`src/rtl/irq_ctrl_6502.sv`:
```
// Interrupt controller for the cpu_6502 bus: edge-latched IRQ sources, mask, cause, NMI sync.
// Define IRQCTL_TIMER_EN to build the periodic timer that drives PEND[7].
module irq_ctrl_6502 #(
  parameter logic [15:0] BASE = 16'hD000
) (
  input  logic        clk,
  input  logic        rst,
  input  logic [15:0] ab,
  input  logic [7:0]  dout,
  input  logic        we,
  input  logic        rdy,
  input  logic [6:0]  irq_src,
  input  logic        nmi_src,
  output logic [7:0]  rd_data,
  output logic        rd_sel,
  output logic        irq,
  output logic        nmi
);

  logic [6:0] s1_q, s2_q, s3_q;
  logic [1:0] arm_q;
  logic       nmi1_q, nmi2_q, nmi_q;
  logic [7:0] pend_q, pend_d;
  logic [7:0] mask_q;
  logic       irq_q;
  logic [7:0] rd_data_q, rd_data_d;
  logic       rd_sel_q, rd_sel_d;

  logic       hit;
  logic       wr_ok;
  logic [7:0] act;
  logic [7:0] cause;
  logic [2:0] idx;
  logic [7:0] rd_mux;
  logic [7:0] timer_rd;
  logic       tick;
  logic [7:0] clr;
  logic [6:0] rise;

  assign hit   = (ab[15:2] == BASE[15:2]);
  assign wr_ok = rdy & we & hit;
  assign act   = pend_q & mask_q;

`ifdef IRQCTL_TIMER_EN
  logic [7:0] reload_q, cnt_q;
  logic       wr_tmr;

  assign wr_tmr   = wr_ok & (ab[1:0] == 2'd3);
  assign tick     = ~wr_tmr & (reload_q != 8'd0) & (cnt_q == 8'd1);
  assign timer_rd = reload_q;

  always_ff @(posedge clk or negedge rst) begin
    if (!rst) begin
      reload_q <= 8'd0;
      cnt_q    <= 8'd0;
    end else if (wr_tmr) begin
      reload_q <= dout;
      cnt_q    <= dout;
    end else if (reload_q != 8'd0) begin
      if (cnt_q == 8'd1) cnt_q <= reload_q;
      else               cnt_q <= cnt_q - 8'd1;
    end
  end
`else
  assign tick     = 1'b0;
  assign timer_rd = 8'd0;
`endif

  // Sources already high when reset lifts look like edges; blank
  // set events until the edge-detect flop holds real history.
  assign rise = s2_q & ~s3_q & {7{arm_q == 2'd3}};
  assign clr  = (wr_ok && ab[1:0] == 2'd0) ? dout : 8'd0;

  always_comb begin
    pend_d = (pend_q & ~clr) | {tick, rise};
  end

  always_comb begin
    idx = 3'd0;
    for (int i = 7; i >= 0; i--) begin
      if (act[i]) idx = i[2:0];
    end
    cause = {|act, 4'b0000, idx};
  end

  always_comb begin
    rd_mux = 8'd0;
    case (ab[1:0])
      2'd0: rd_mux = pend_q;
      2'd1: rd_mux = mask_q;
      2'd2: rd_mux = cause;
      2'd3: rd_mux = timer_rd;
      default: rd_mux = 8'd0;
    endcase
  end

  always_comb begin
    rd_data_d = rd_data_q;
    rd_sel_d  = rd_sel_q;
    if (rdy) begin
      rd_sel_d = hit & ~we;
      if (hit && !we) rd_data_d = rd_mux;
    end
  end

  always_ff @(posedge clk or negedge rst) begin
    if (!rst) begin
      s1_q      <= 7'd0;
      s2_q      <= 7'd0;
      s3_q      <= 7'd0;
      arm_q     <= 2'd0;
      nmi1_q    <= 1'b0;
      nmi2_q    <= 1'b0;
      nmi_q     <= 1'b0;
      pend_q    <= 8'd0;
      mask_q    <= 8'd0;
      irq_q     <= 1'b0;
      rd_data_q <= 8'd0;
      rd_sel_q  <= 1'b0;
    end else begin
      s1_q      <= irq_src;
      s2_q      <= s1_q;
      s3_q      <= s2_q;
      if (arm_q != 2'd3) arm_q <= arm_q + 2'd1;
      nmi1_q    <= nmi_src;
      nmi2_q    <= nmi1_q;
      nmi_q     <= nmi2_q;
      pend_q    <= pend_d;
      if (wr_ok && ab[1:0] == 2'd1) mask_q <= dout;
      irq_q     <= |act;
      rd_data_q <= rd_data_d;
      rd_sel_q  <= rd_sel_d;
    end
  end

  assign rd_data = rd_data_q;
  assign rd_sel  = rd_sel_q;
  assign irq     = irq_q;
  assign nmi     = nmi_q;

endmodule
```
`config.mk`:
```
export PLATFORM = sky130hd
export DESIGN_NAME = irq_ctrl_6502
export DESIGN_NICKNAME = d
export VERILOG_FILES = /design/src/rtl/irq_ctrl_6502.sv
export SDC_FILE = /design/constraint.sdc
export NUM_CORES = 1
export LEC_CHECK = 0
export CAP_MARGIN = 0
export CORE_MARGIN = 2
export CORE_UTILIZATION = 44
export CTS_CLUSTER_DIAMETER = 50
export DETAILED_ROUTE_END_ITERATION = 12
export GPL_TIMING_DRIVEN = 0
export PLACE_DENSITY = 0.74
export SLEW_MARGIN = 30
export SYNTH_ARGS = -nofsm -noshare
export SYNTH_HDL_FRONTEND = slang
export SYNTH_SLANG_ARGS = --single-unit
```
`constraint.sdc`:
```
create_clock -name clk -period 1.35 [get_ports clk]
set_input_delay 0.2025 -clock clk [delete_from_list [all_inputs] [get_ports clk]]
set_output_delay 0.2025 -clock clk [all_outputs]
set_load 0.01 [all_outputs]
```
---- Word-level counts from Yosys, hierarchy flattened ----
Index checks and enable logic that the tools add are counted.
storage, ports and cells
  bits in registers ....................... 52
  input bits .............................. 36
  output and inout bits ................... 11
  word-level logic and storage cells ...... 47
cells by class
  add/sub/neg operators ................... 1
  equal/unequal tests ..................... 6
  muxes and demuxes ....................... 10
  bitwise gates (word level) .............. 11
  reduce and logical (&&, ||, !) cells .... 7
operators with widths
  operator              count
  $pmux 8 s4            1
  $mux 3                8
  $and 8x8->8           2
  $and 7x7->7           2
  $eq 14x14->1 const B  1
  $mux 8                1
  $not 8->8             1
  $or 8x7->8            1
  $reduce_or 8->1       1
  $not 7->7             1
  $eq 2x2->1 const B    3
  $and 1x1->1           3
  $logic_and 1x1->1     3
  $add 2x1->2 const B   1
  $eq 2x1->1 const B    1
  $logic_not 2->1       1
  $ne 2x2->1 const B    1
  $reduce_and 2->1      1
  $logic_not 1->1       1
  $not 1->1             1

---- Longest topological paths before layout ----
Gate-level depths: netlist (run 1).
  word-level depth ........................ 10
  mapped depth ............................ 6
  mapped depth without buffers ............ 5

---- Least setup slack after synthesis (run 1) ----
No wires, ideal clock.
  path type ............................... input-to-reg
  start ................................... input port ab[3]
  end ..................................... register mask_q[0]
  library setup time ...................... 125 ps
  data arrival time ....................... 1342 ps
  data required time ...................... 1225 ps
  setup slack ............................. -117 ps
  stages on the path ...................... 5
  path buffers ............................ 1
  cells stage by stage .................... nor4b_1 -> and4b_1 -> and4_1 -> buf_6 -> mux2_4
on the way
  cells in the longest elaborated chain, start to end .. 3
ends and longest elaborated chain
  item                    line  RTL
  start: declaration      8     input logic [15:0] ab,
  $eq 14x14->1            40    assign hit = (ab[15:2] == BASE[15:2]);
  $and 1x1->1             41    assign wr_ok = rdy & we & hit;
  $logic_and 1x1->1       129   if (wr_ok && ab[1:0] == 2'd1) mask_q <= dout;
  end signal: assignment  129
  end: declaration        24    logic [7:0] mask_q;
Every way passes these cells.
A chain may end at the register's enable or synchronous reset.

---- Worst setup path in the final report (run 1) ----
  start ................................... register mask_q[4]
  end ..................................... register rd_data_q[7], in the netlist rd_data[7]
on the way
  cells in the longest elaborated chain, start to end .. 3
ends and longest elaborated chain
  item                    line  RTL
  $and 8x8->8             42    assign act = pend_q & mask_q;
  $reduce_or 8->1         83    cause = {|act, 4'b0000, idx};
  via cause[7]            32    logic [7:0] cause;
  $pmux 8 s4              88    case (ab[1:0])
  end signal: assignment  131   rd_data_q <= rd_data_d;
  end: declaration        26    logic [7:0] rd_data_q, rd_data_d;
The timed path passes the listed nets, and every way through them passes these cells.

==> results of run 1 <==
Yosys cell counts:
| cell type | count |
|---|---|
| nand2_1 | 23 |
| nor4_1 | 1 |
| o2bb2ai_1 | 1 |
| o32a_1 | 1 |
| and4b_1 | 2 |
| o21ai_0 | 8 |
| buf_6 | 1 |
| nor4b_1 | 3 |
| mux2_4 | 8 |
| a32oi_1 | 1 |
| a22o_1 | 1 |
| a22oi_1 | 6 |
| nand3_1 | 2 |
| inv_1 | 9 |
| nand2b_1 | 1 |
| or3_1 | 1 |
| buf_4 | 2 |
| clkbuf_1 | 1 |
| nand3_2 | 1 |
| o22ai_1 | 1 |
| nor2_1 | 5 |
| dfrtp_1 | 52 |
| a21boi_0 | 1 |
| mux2i_1 | 3 |
| nand4_1 | 1 |
| buf_2 | 1 |
| nor3_4 | 1 |
| a221oi_1 | 1 |
| mux2_2 | 1 |
| a21oi_1 | 4 |
| xnor2_1 | 1 |
| and4_1 | 1 |
| a32o_1 | 7 |
| a31oi_1 | 2 |
| ha_1 | 1 |
| nor4_4 | 1 |
| nor3_1 | 2 |
layout make-up:
cell class	instances	area, sq um	area share
inverters	9	33.8	0.0119
clock buffers	6	72.6	0.0256
well taps	52	65.1	0.0229
clock inverters	2	38.8	0.0137
flip-flops and latches	52	1300	0.459
multi-input cells	93	771	0.272
plain buffers	4	37.5	0.0132
repair buffers	56	515	0.182
how the worst min path moves through the flow:
stage | startpoint | end | slack [ps] | cells after the start
2_1_floorplan | rst | arm_q[0]$_DFFE_PN0N_ | -90 | 0
3_3_place_gp | s1_q[1]$_DFF_PN0_ | s2_q[1]$_DFF_PN0_ | 330 | 0
3_5_place_dp | rst | rd_sel$_DFFE_PN0P_ | 270 | 1
4_1_cts | ab[0] | rd_data[0]$_DFFE_PN0P_ | 240 | 3
5_1_grt | rdy | rd_sel$_DFFE_PN0P_ | 140 | 2
6_report | rdy | rd_sel$_DFFE_PN0P_ | 120 | 2
sequential cells by signal, summed over array words and instances, names as in the netlist:
| register | flops |
|---|---|
| irq | 1 |
| nmi2_q | 1 |
| nmi | 1 |
| s1_q | 7 |
| s2_q | 7 |
| nmi1_q | 1 |
| pend_q | 8 |
| rd_data | 8 |
| s3_q | 7 |
| rd_sel | 1 |
| arm_q | 2 |
| mask_q | 8 |
power by group through the flow:
stage	registers [W]	logic [W]	clock network (W)
CTS	0.00160	0.000190	0.00108
finish	0.00160	0.000201	0.00106
global placement	0.00163	0.000196	0
global route	0.00161	0.000222	0.00114
detailed placement	0.00164	0.000197	0
floorplan	0.00163	0.0000457	0
kinds of logic (layout without fill, tap and decap cells):
group | after synthesis | in the layout
XOR/XNOR | 1 | 1
multiplexers | 12 | 12
AND/OR/NAND/NOR | 45 | 45
buffers and inverters | 14 | 77
AO/OA/AOI/OAI | 34 | 34
adder cells (fa/ha/maj) | 1 | 1
flip-flops | 52 | 52
what timing repair did:
item                                    in CTS  in global routing
setup buffers                               11                  1
gates resized for setup                     46                 21
hold buffers                                 1                  0
endpoints found under the setup margin      37                 23
endpoints found under the hold margin       52                  0
pin swaps                                   13                  9
metal layers:
metal | track usage | vias to the layer above | share of wire
li1 | - | 698 | -
met1 | 0.203 | 729 | 0.43
met2 | 0.280 | 45 | 0.48
met3 | 0.0403 | 8 | 0.068
met4 | 0.0692 | 0 | 0.020
met5 | 0 | - | 0
metrics by stage:
step | setup slack, ps | hold slack (ps) | instance area [sq um] | TNS (ps) | std cells
final | -87.3 | 121 | 2840 | -87.3 | 274
after detailed placement | -698 | 267 | 2570 | -14810 | 255
after floorplan | -84.7 | -93.1 | 2060 | -678 | 159
after global routing | -146 | 141 | 2840 | -280 | 274
after global placement | -1390 | 332 | 2570 | -86930 | 255
after CTS | -66.0 | 245 | 2770 | -66.0 | 274
==> run metrics, run 1 <==
sequential power share=0.561; Worst R2R Path Depth=5; area growth from synthesis to layout=38.2%; Clock Sinks=52; post-synth cell types=37; CTS max path bufs=2; die area=approximately 5200 sq um; Max FO, Critical Path=2; IO Pins=between 40 and 50; crit path capture type=flop; Switching Fraction=0.211; TritonCTS clock tree=yes; mux contribution to synthesized area=0.0787; synthesized area=about 2100 sq um; Leak=~1.3 nW; worst slew pin tran=between 600 and 700 ps; total grt overflow=0; synth top area cells=dfrtp_1 (63%), mux2_4 (5.9%), nand2_1 (4.2%); Yosys reg bits=52; Critical Path RT=1550 ps; Final period util=1.06; RSZ-0062 raised after global routing=true; Final ANT Viol Nets=0; r2r setup slk=-90 ps; Setup Skew=between 4 and 5 ps; GRT Total Usage=0.166; leading cell type in the layout, fill and taps excluded=dfrtp_1; num rows=24; status=finished with violations; routed via count=around 1500; simple-gate share of the synthesized area=0.123; fin crit period=approximately 1400 ps; Final Max Tran Viols=0; DRC violations left=0; combinational group share of total power=0.070; internal power=around 0.0023 W; Fin. Hold Viols=0; post-DP HPWL=between 2000 and 3000 microns; Net Sw Power=about 0.00060 W; post-synth top area cell=dfrtp_1; most frequent cells in the layout=dfrtp_1 (52), nand2_1 (23), clkdlybuf4s50_1 (16), dlygate4sd2_1 (16), buf_4 (13); vias in the first global route=between 1000 and 1500; post-synthesis compound-gate area fraction=0.120; VDD IR max=slightly below 1 mV; worst setup margin=-87.3 ps; critical-path cell list=a22oi_2, nand3_1, or3_4, a31oi_4, o21ai_1; Tot Pwr=0.00286 W; startpoint types=flop; chip width=72.3 microns; # fillers=333; drt via density=about 5.4; Worst setup endpoint=rd_data[7]$_DFFE_PN0P_; Worst Hold Class=in -> reg; share of layout cells above drive strength 1=0.230; WL/cell=about 15 microns; Starting Density=0.465; CP top delay family=simple AND/OR/NAND/NOR gates; DRT Pass-1 Iters=4; Post-Synth Adder-Cell Area=0.00610; total wire length=just under 4000 microns; Crit Reg-Reg Startpoint=mask_q[4]$_DFFE_PN0P_; clock power share=0.369; Critical Path Max Stage Delay=~400 ps; TritonCTS Buffers=5; Yosys warnings=0; core area=approximately 4400 sq um; final core utilization=0.642; slowest stage cell, crit path=dfrtp_1; endpoints failing setup=1; largest net degree at the start of global routing=53; htree depth=2; XOR/XNOR Fraction of Synth Area=0.00427; Buf/Inv on CP=0; Chip Height=72.3 microns; final net count=258; Seq/Total Area, Yosys=0.634; largest family of logic cells by synthesized area=simple AND/OR/NAND/NOR gates; GP Congestion=slightly above 0.9; max cap viols=0; I/O Buffers=44; CP arrival=roughly 1600 ps; end of the worst register-to-register path=rd_data[7]$_DFFE_PN0P_; 1st-iter DRT viols=63; cell count after synthesis=159; syn nets=about 200; Pwr per Cell Area=~1000 nW/um^2; total stage count of the critical path=5; antenna fix cells=0; initial antenna violation count=0; failing checks=negative setup slack; Slew headroom=0.572; root buffer cell=clkbuf_8; clock insertion delay at the later pin of the skew report=300 ps; post-synth top area share=0.634; crit path from=mask_q[4]$_DFFE_PN0P_; synthesized area per cell=around 13 sq um; clk slew on worst S/H paths=approximately 90 ps; first-pass GRT wire length=around 6600 microns; Max Clock Freq=around 700 MHz; CP Class=reg -> reg
Power figures use the tool's default switching activity.
==> inputs of run 2 (changes only) <==
CAP_MARGIN = 25   (was 0)
GPL_TIMING_DRIVEN = 1   (was 0)
==> run 2 against run 1 <==
The run still ends with negative setup slack left. First-iteration DRC count down 6.3%. Clock skew up 3.2 ps. Final cell count up 10%. Flip-flop and latch count unchanged. Largest cell class unchanged.
==> run metrics, run 2 (same netlist as run 1, synthesis figures left out) <==
Pwr per Cell Area=879 nW/um^2 (-13%); RSZ-0062 raised after global routing=true; Worst Hold Class=in -> reg; root buffer cell=clkbuf_8; antenna fix cells=0 (unchanged); clk slew on worst S/H paths=100 ps (about the same); Clock Sinks=52 (unchanged); Fin Setup TNS=-477 ps (-390 ps); TritonCTS clock tree=yes; total grt overflow=0 (unchanged); CTS max path bufs=2 (unchanged); placed instance area=2820 sq um (+9.9%); clock insertion delay at the later pin of the skew report=310 ps (about the same); startpoint types=flop; critical-path cell list=a22oi_2, nand3_2, or3_4, a31oi_4, o21ai_2; share of layout cells above drive strength 1=0.340 (+0.110); fin crit period=1530 ps (+97.4 ps); Slew headroom=0.709 (+0.138); status=finished with violations; Final Max Tran Viols=0 (unchanged); Starting Density=0.465 (unchanged); most frequent cells in the layout=dfrtp_1 (52), buf_4 (33), nand2_1 (21); first-pass GRT wire length=7280 microns (+9.7%); total wire length=4710 microns (+18%); max cap viols=0 (unchanged); CP Class=reg -> reg; DRC violations left=0 (unchanged); initial antenna violation count=0 (unchanged); WL/cell=15.6 microns (+7.5%); Chip Height=72.3 microns (unchanged); post-DP HPWL=3210 microns (+19%); vias in the first global route=1705 (+16%); crit path capture type=flop; Max Clock Freq=652 MHz (-6.3%); failing checks=negative setup slack; worst setup margin=-185 ps (-97.4 ps); leading cell type in the layout, fill and taps excluded=dfrtp_1; IO Pins=47 (unchanged); I/O Buffers=46 (+4.5%); worst slew pin tran=433 ps (-210 ps); drt via density=5.37 (-0.63%); GRT Total Usage=0.182 (+0.0166); Final ANT Viol Nets=0 (unchanged); Fin. Hold Viols=0 (unchanged); CP arrival=1740 ps (+100 ps); TritonCTS Buffers=5 (unchanged); final net count=286 (+11%); Critical Path RT=1560 ps (about the same); GP Congestion=0.960 (+4.9%); Critical Path Max Stage Delay=410 ps (about the same); largest net degree at the start of global routing=53 (unchanged); Final period util=1.14 (+0.0722); 1st-iter DRT viols=59 (-6.3%); Max FO, Critical Path=2 (unchanged); core area=4410 sq um (unchanged); Leak=1.46 nW (+13%); die area=5230 sq um (unchanged); Finished Cell Area=3090 sq um (+8.8%); DRT Pass-1 Iters=4 (unchanged); endpoints failing setup=4 (+3); htree depth=2 (unchanged); worst hold margin=213 ps (+91.8 ps); area growth from synthesis to layout=50.4%; routed via count=1621 (+9.5%); VDD IR max=0.721 mV (-25%); chip width=72.3 microns (unchanged); num rows=24 (unchanged); slowest stage cell, crit path=dfrtp_1; Setup Skew=7.80 ps (+3.24 ps)
==> run 2: critical path, delay by kind of cell (launching register included) <==
family | cells | cell delay (ps)
flops | 1 | 410
compound gates | 3 | 480
simple gates | 2 | 550
==> run 2: through the flow <==
stage / power (W) / worst slack (ps) / cells / utilization
finish: 0.00271 / -185 / 302 / 0.699
global route: 0.00283 / -252 / 302 / 0.699
CTS: 0.00274 / -112 / 300 / 0.676
detailed placement: 0.00186 / -682 / 285 / 0.639
global placement: 0.00186 / -587 / 285 / 0.639
floorplan: 0.00168 / -84.7 / 159 / -
==> run 2: where the power goes <==
group	internal, W	switching [W]	total, W	leakage [nW]
Clock	0.000368	0.000512	0.000880	0.0445
Combinational	0.000122	0.000107	0.000229	0.791
Sequential	0.00159	0.0000117	0.00160	0.624
==> run 2: metal layers <==
layer  up-vias  track usage  share of wire
li1        754            -              -
met2        58        0.314           0.52
met5         -            0              0
met4         0        0.105          0.026
met1       795        0.206           0.39
met3        14       0.0431          0.066
==> run 2: worst paths after layout <==
kind	start	end	slack, ps	cells after the start
setup / recovery	pend_q[4]$_DFF_PN0_	rd_data[7]$_DFFE_PN0P_	-180	5
min in group asynchronous	rst	rd_data[1]$_DFFE_PN0P_	400	3
hold reg to reg	s1_q[5]$_DFF_PN0_	s2_q[5]$_DFF_PN0_	350	0
max in group asynchronous	rst	mask_q[3]$_DFFE_PN0P_	710	3
hold / removal	rdy	rd_sel$_DFFE_PN0P_	210	3
setup reg to reg	pend_q[4]$_DFF_PN0_	rd_data[7]$_DFFE_PN0P_	-180	5
==> run 2: timing repair <==
action | in CTS | in global routing
gates resized for setup | 49 | 26
hold buffers | 1 | 0
pin swaps | 13 | 10
gates cloned | 0 | 1
hold endpoints to repair | 52 | 0
setup buffers | 6 | 2
endpoints found under the setup margin | 36 | 25
==> run 2: area by class of cell <==
type                            instances  area (sq um)
Fill cell                             314          1330
Sequential cell                        52          1300
Timing Repair Buffer                   88           808
Multi-Input combinational cell         93           787
Clock buffer                            5          68.8
Tap cell                               52          65.1
Inverter                                9          33.8
Clock inverter                          3          21.3
